$ cat config.mk
export PLATFORM = sky130hd
export DESIGN_NAME = polyshift_mw_seq
export DESIGN_NICKNAME = d
export VERILOG_FILES = /design/src/rtl/polyshift_mw_seq.sv
export SDC_FILE = /design/constraint.sdc
export NUM_CORES = 1
export LEC_CHECK = 0
export ABC_AREA = 1
export CORE_MARGIN = 2
export CORE_UTILIZATION = 25
export CTS_BUF_LIST = sky130_fd_sc_hd__clkbuf_8
export CTS_CLUSTER_SIZE = 12
export DETAILED_ROUTE_END_ITERATION = 8
export PLACE_DENSITY = 0.5
export SKIP_LAST_GASP = 1
export SLEW_MARGIN = 20
export SYNTH_ARGS = -nofsm -noshare
export SYNTH_HDL_FRONTEND = slang
export SYNTH_SLANG_ARGS = --single-unit
$ cat constraint.sdc
create_clock -name CLK -period 3.2 [get_ports CLK]
set_clock_uncertainty 0.2 [all_clocks]
set_input_delay 0.96 -clock CLK [delete_from_list [all_inputs] [get_ports CLK]]
set_output_delay 0.96 -clock CLK [all_outputs]
set_load 0.03 [all_outputs]
$ cat src/rtl/polyshift_mw_seq.sv
// polyshift_mw_seq: multi-word right-shift sequencer built around one word-wide
// polyshift_r shifter used in RCR mode; emits one result word per cycle, LS word first.
`default_nettype none

module polyshift_r #(
    parameter int word_width = 8,
    localparam int BW = $clog2(word_width)
) (
    input  logic [word_width-1:0] D_IN,
    input  logic [word_width-2:0] C_IN,
    input  logic [BW-1:0]         SHIFT_SIZE,
    input  logic [1:0]            SHIFT_TYPE,
    output logic [word_width-1:0] D_OUT
);
    localparam int W = word_width;

    logic [2*W-2:0] rcr_ext;
    logic [2*W-1:0] ror_ext;

    always_comb begin
        rcr_ext = {C_IN, D_IN} >> SHIFT_SIZE;
        ror_ext = {D_IN, D_IN} >> SHIFT_SIZE;
        D_OUT   = '0;
        case (SHIFT_TYPE)
            2'd0:    D_OUT = D_IN >> SHIFT_SIZE;
            2'd1:    D_OUT = $signed(D_IN) >>> SHIFT_SIZE;
            2'd2:    D_OUT = rcr_ext[W-1:0];
            default: D_OUT = ror_ext[W-1:0];
        endcase
    end
endmodule

module polyshift_mw_seq #(
    parameter int word_width = 8,
    parameter int word_count = 4,
    localparam int TW = word_width * word_count,
    localparam int AW = $clog2(TW),
    localparam int BW = $clog2(word_width)
) (
    input  logic                  CLK,
    input  logic                  RST_N,
    input  logic                  IN_VALID,
    output logic                  IN_READY,
    input  logic [TW-1:0]         D_IN,
    input  logic [word_width-2:0] C_IN,
    input  logic [AW-1:0]         SHIFT_AMT,
    input  logic [1:0]            SHIFT_TYPE,
    output logic                  OUT_VALID,
    input  logic                  OUT_READY,
    output logic [TW-1:0]         D_OUT,
    output logic                  BUSY
);
    localparam int W  = word_width;
    localparam int N  = word_count;
    localparam int IW = $clog2(N);
    localparam int SW = IW + 1;

    localparam logic [1:0] ST_LOGIC = 2'd0;
    localparam logic [1:0] ST_ARITH = 2'd1;
    localparam logic [1:0] ST_RCR   = 2'd2;
    localparam logic [IW-1:0] IDX_LAST = IW'(N - 1);

    typedef enum logic [1:0] {S_IDLE = 2'd0, S_RUN = 2'd1, S_DONE = 2'd2} state_t;

    state_t          state_q, state_d;
    logic [IW-1:0]   idx_q, idx_d;
    logic [TW-1:0]   opnd_q, opnd_d;
    logic [W-2:0]    cin_q, cin_d;
    logic [AW-1:0]   amt_q, amt_d;
    logic [1:0]      type_q, type_d;
    logic [TW-1:0]   dout_q, dout_d;

    logic [SW-1:0]   src_lo_idx, src_hi_idx;
    logic [W-1:0]    src_lo, src_hi, shift_res;

    // Words beyond the operand (j >= N) come from the type-dependent fill.
    function automatic logic [W-1:0] src_word(
        input logic [SW-1:0] j,
        input logic [TW-1:0] opnd,
        input logic [W-2:0]  cin,
        input logic [1:0]    st
    );
        logic [W-1:0] w;
        w = '0;
        for (int i = 0; i < N; i++) begin
            if (j[IW-1:0] == IW'(i)) w = opnd[i*W +: W];
        end
        if (j[IW]) begin
            case (st)
                ST_LOGIC: w = '0;
                ST_ARITH: w = {W{opnd[TW-1]}};
                ST_RCR:   w = (j[IW-1:0] == '0) ? {1'b0, cin} : '0;
                default:  w = w;
            endcase
        end
        return w;
    endfunction

    always_comb begin
        src_lo_idx = {1'b0, idx_q} + {1'b0, amt_q[AW-1:BW]};
        src_hi_idx = src_lo_idx + SW'(1);
        src_lo     = src_word(src_lo_idx, opnd_q, cin_q, type_q);
        src_hi     = src_word(src_hi_idx, opnd_q, cin_q, type_q);
    end

    polyshift_r #(.word_width(W)) u_shift (
        .D_IN      (src_lo),
        .C_IN      (src_hi[W-2:0]),
        .SHIFT_SIZE(amt_q[BW-1:0]),
        .SHIFT_TYPE(ST_RCR),
        .D_OUT     (shift_res)
    );

    always_comb begin
        state_d = state_q;
        idx_d   = idx_q;
        opnd_d  = opnd_q;
        cin_d   = cin_q;
        amt_d   = amt_q;
        type_d  = type_q;
        dout_d  = dout_q;
        case (state_q)
            S_IDLE: begin
                if (IN_VALID) begin
                    opnd_d  = D_IN;
                    cin_d   = C_IN;
                    amt_d   = SHIFT_AMT;
                    type_d  = SHIFT_TYPE;
                    idx_d   = '0;
                    state_d = S_RUN;
                end
            end
            S_RUN: begin
                for (int i = 0; i < N; i++) begin
                    if (idx_q == IW'(i)) dout_d[i*W +: W] = shift_res;
                end
                if (idx_q == IDX_LAST) begin
                    idx_d   = '0;
                    state_d = S_DONE;
                end else begin
                    idx_d = idx_q + IW'(1);
                end
            end
            S_DONE: begin
                if (OUT_READY) state_d = S_IDLE;
            end
            default: state_d = S_IDLE;
        endcase
    end

    always_ff @(posedge CLK or negedge RST_N) begin
        if (!RST_N) begin
            state_q <= S_IDLE;
            idx_q   <= '0;
            opnd_q  <= '0;
            cin_q   <= '0;
            amt_q   <= '0;
            type_q  <= '0;
            dout_q  <= '0;
        end else begin
            state_q <= state_d;
            idx_q   <= idx_d;
            opnd_q  <= opnd_d;
            cin_q   <= cin_d;
            amt_q   <= amt_d;
            type_q  <= type_d;
            dout_q  <= dout_d;
        end
    end

    assign IN_READY  = (state_q == S_IDLE);
    assign OUT_VALID = (state_q == S_DONE);
    assign BUSY      = (state_q == S_RUN);
    assign D_OUT     = dout_q;

endmodule

`default_nettype wire

* Word level (Yosys, flattened, before mapping)
Index checks and enable logic that the tools add are counted.
** Storage, ports and cells
- Bits in registers :: 82
- Logic and storage cells :: 64
** Cells by class
- $add $sub $neg :: 3
- Equality and inequality tests :: 16
- Multiplexer cells :: 21
- Reductions and logical operators :: 13
- Shift-type cells :: 1
** Operators with widths (number)
- $mux W7 :: 7
- $mux W8 :: 5
- $pmux W8 S3 :: 1
- $pmux W7 S3 :: 1
- $eq A2 B2 Y1 const B :: 8
- $shr A15 B3 Y8 :: 1
- $reduce_and A2 Y1 :: 6
- $eq A2 B1 Y1 const B :: 5
- $logic_not A2 Y1 :: 5
- $mux W2 :: 5
- $pmux W2 S3 :: 1
- $ne A2 B1 Y1 const B :: 2
- $pmux W2 S2 :: 1
- $add A2 B2 Y3 :: 1
- $add A3 B1 Y3 const B :: 1
- $reduce_and A3 Y1 :: 1
- $add A2 B1 Y2 const B :: 1
- $ne A2 B2 Y1 const B :: 1
- $reduce_bool A2 Y1 :: 1

* Longest topological paths before layout
- Word-level depth :: 10
- Gate-level depth with buffers :: 17
- Gate-level depth less buffers :: 16

* Modules after synthesis
A second synthesis with hierarchy kept.
** Second synthesis, totals
- Cell total of the unflattened synthesis :: 538
- Area, all modules :: 4436.8 um^2
** Modules (own cells, without submodules)
- polyshift_mw_seq :: seq. area each 2052.0 um^2, times used 1, area each 3860.0 um^2, cells each 414
- polyshift_r :: seq. area each 0.0 um^2, times used 1, area each 576.8 um^2, cells each 124

* Worst setup path before layout
No wires, ideal clock.
- Path type :: reg-to-reg
- Start point :: reg idx_q[0]
- End point :: reg dout_q[0], in the netlist D_OUT[0]
- Buffers on the path :: 1
- Stages on the path, launching flop included :: 14
- Path slack :: 0.668 ns
- Arrival :: 2.215 ns
- Period minus slack after synthesis :: 2.532 ns
- Cell sequence :: dfrtp_1 ha_1 inv_1 fa_1 inv_2 nand2_1 buf_2 or2_2 nand3_1 nand3_1 nand3_1 nand3_1 nand3_1 nand2_1
** On the way
- Longest elaborated chain between the ends :: 10
** Ends and longest elaborated chain
- start: declaration :: line 66 : logic [IW-1:0] idx_q, idx_d;
- start signal: assignment :: line 162 : idx_q <= idx_d;
- $add A2 B2 Y3 :: line 100 : src_lo_idx = {1'b0, idx_q} + {1'b0, amt_q[AW-1:BW]};
- $add A3 B1 Y3 :: line 101 : src_hi_idx = src_lo_idx + SW'(1);
- $logic_not A2 Y1 :: line 86, 92
- $mux W7 (4 in series) :: line 86 : if (j[IW-1:0] == IW'(i)) w = opnd[i*W +: W];
- $pmux W7 S3 :: line 89 : case (st)
- $mux W7 :: line 88 : if (j[IW]) begin
- $shr A15 B3 Y8 :: line 21 : rcr_ext = {C_IN, D_IN} >> SHIFT_SIZE;
- end signal: assignment :: line 167 : dout_q <= dout_d;
- end: declaration :: line 71 : logic [TW-1:0] dout_q, dout_d;
Parallel ways exist; a longest one is shown, timed or not.
A chain may end at the register's enable or synchronous reset.

* Worst setup path after layout
- Start point :: reg state_q[0]
- End point :: out BUSY
** On the way
- Longest elaborated chain between the ends :: 1
** Ends and longest elaborated chain
- start: declaration :: line 65 : state_t state_q, state_d;
- start signal: assignment :: line 161 : state_q <= state_d;
- $eq A2 B1 Y1 :: line 173 : assign BUSY = (state_q == S_RUN);
- end: declaration :: line 51 : output logic BUSY
Every way passes these cells.

==> metrics <==
status finished clean; cell count after synthesis 523; Synth top area share 47.5%; H-tree depth 3; DR vias 3,934; final number of setup-violating endpoints 0; Clock Pin Slew Worst Setup and Hold Paths 0.08 ns; clk buf depth 2; layout cell share with drive strength beyond 1 11.9%; syn avg cell area 8.25 sq um; synth unique cells 25; initial antenna violation count 0; syn_nets 579; minimum clock period after layout 2.94 ns; DR vias/cell 4.71; dpl hpwl 9690 um; grt total ovfl 0; Remaining DRCs 0; worst-path fanout max 7; class of the worst hold path reg2reg; Clock Latency Late Sink 0.38 ns; WL final 12,600 um; Antenna diodes 0; Nets 662; final period utilization 91.8%; Max Freq 0.340 GHz; crit path DAT 1.78 ns; pin count of the biggest net entering global routing 59; RD Place Congestion 0.930; crit path kind reg2out; antenna-violating nets left 0; 1st-pass router iterations 5; die footprint 18,300 sq um; Setup crit end kind output port; starting density of the core 25.2%; CTS tree built; vias in the first global route 3,903; final slew viol count 0; CTS Buf Count 9; final core occ 32.8%; Yosys reg bits 82; Die X 135 um; first-pass GRT wire length 20,600 um; Initial DRC Count 262; sequential fraction of the synthesis area 47.5%; startpoint class of the critical path flop; IO Port Bufs 84; YS warnings 0; Crit path required time 2.04 ns; core footprint 17,100 sq um; setup tns final 0 ns; row cnt 48; cell taking the most area after synthesis dfrtp_1; max-cap viol count 0; unrepaired setup endpoints after global routing no; Hold Vio Cnt, Final 0; Area Growth Syn to Fin 30.2%; clock root cell clkbuf_8; clk sinks 82; Die Y 135 um; top cells by area, synth dfrtp_1 (48%), nand3_1 (14%), nand2_1 (13%); Tot GR Track Use 14.6%; number of fillers in the final layout 1,806; Max-Slew Margin vs Limit 65.2%; wire length per cell 15.1 um; synthesized area 4320 sq um; slew at the pin with the worst max-slew slack 0.523 ns; IO Count 85
==> synth_stat cells, drive strengths merged <==
cell type,instances
a21oi,10
dfrtp,82
nor2,23
nand3b,2
inv,30
nand2,154
clkbuf,8
buf,12
mux2,36
and2,1
fa,1
o31ai,1
nand4,12
ha,5
clkinv,2
or2,3
nand3,119
o21ai,22
==> final cells by class <==
| class | count | area, sq um | area share, % |
|---|---|---|---|
| Timing Repair Buffer | 92 | 923 | 16.4 |
| Inverter | 32 | 120 | 2.14 |
| Tap cell | 225 | 282 | 5.01 |
| Clock inverter | 7 | 55.1 | 0.979 |
| Clock buffer | 9 | 124 | 2.20 |
| Multi-Input combinational cell | 389 | 2070 | 36.7 |
| Sequential cell | 82 | 2050 | 36.5 |
==> flip-flops by register name, summed over array words and instances, names as in the netlist <==
signal	count
D_OUT	32
opnd_q	32
cin_q	7
amt_q	5
idx_q	2
state_q	2
type_q	2
==> worst max-delay path: stages (launching register included) <==
cell,delay (ns)
dfrtp_1,0.39
inv_1,0.06
nor2_2,0.23
clkdlybuf4s50_1,0.72
==> cell usage in the layout (no fill, tap or decap), drive strengths merged <==
cell / count
nand4: 12
ha: 5
o31ai: 1
buf: 9
a21oi: 10
or2: 3
o21ai: 22
nor2: 23
dfrtp: 82
inv: 31
fa: 1
nand3b: 2
mux2: 36
clkinv: 6
clkdlybuf4s50: 83
nand3: 119
nand2: 154
and2: 1
clkinvlp: 2
clkbuf: 9
==> path summary, 6_finish.rpt <==
kind / start / endpoint / slack, ns / cells past startpoint
max: state_q[0] / BUSY / 0.26 / 3
min: D_OUT[29] / D_OUT[29] / 0.29 / 2
max reg2reg: idx_q[0] / D_OUT[31] / 0.28 / 15
min reg2reg: D_OUT[29] / D_OUT[29] / 0.29 / 2
max in group asynchronous: RST_N / amt_q[0] / 1.85 / 2
min in group asynchronous: RST_N / opnd_q[10] / 0.35 / 1
==> timing repair <==
item                       in CTS  in global routing
setup endpoints to repair       0                 32
setup buffers                   0                  1
hold buffers                    0                  0
gates resized for setup         0                  3
==> stage by stage <==
stage / instances / hold WS [ns] / setup slack (ns) / cell area [sq um]
floorplan: 523 / 0.274 / 0.668 / 4320
global placement: 819 / 0.267 / 0.0984 / 5420
detailed placement: 819 / 0.269 / 0.0907 / 5420
CTS: 835 / 0.290 / 0.0637 / 5600
global route: 836 / 0.312 / 0.0218 / 5620
finish: 836 / 0.286 / 0.261 / 5620
==> logic make-up after synthesis <==
| group | count (synthesis) | synth area share (%) |
|---|---|---|
| AO/OA/AOI/OAI | 33 | 3.88 |
| adder cells (fa/ha/maj) | 6 | 1.91 |
| buffers and inverters | 52 | 4.96 |
| flip-flops | 82 | 47.5 |
| multiplexers | 36 | 9.39 |
| AND/OR/NAND/NOR | 314 | 32.3 |
==> routing by layer <==
metal  part of all wire, %  vias up  track usage [%]
met5                     0        -                0
met2                    45      116             23.4
met1                    48     1866             19.6
li1                      -     1930                -
met4                   1.7        0             4.40
met3                   5.3       22             3.37
Power is left out: the tool's default activity adds up to more than one toggle a clock period on the data nets, which glitch-free logic cannot reach.
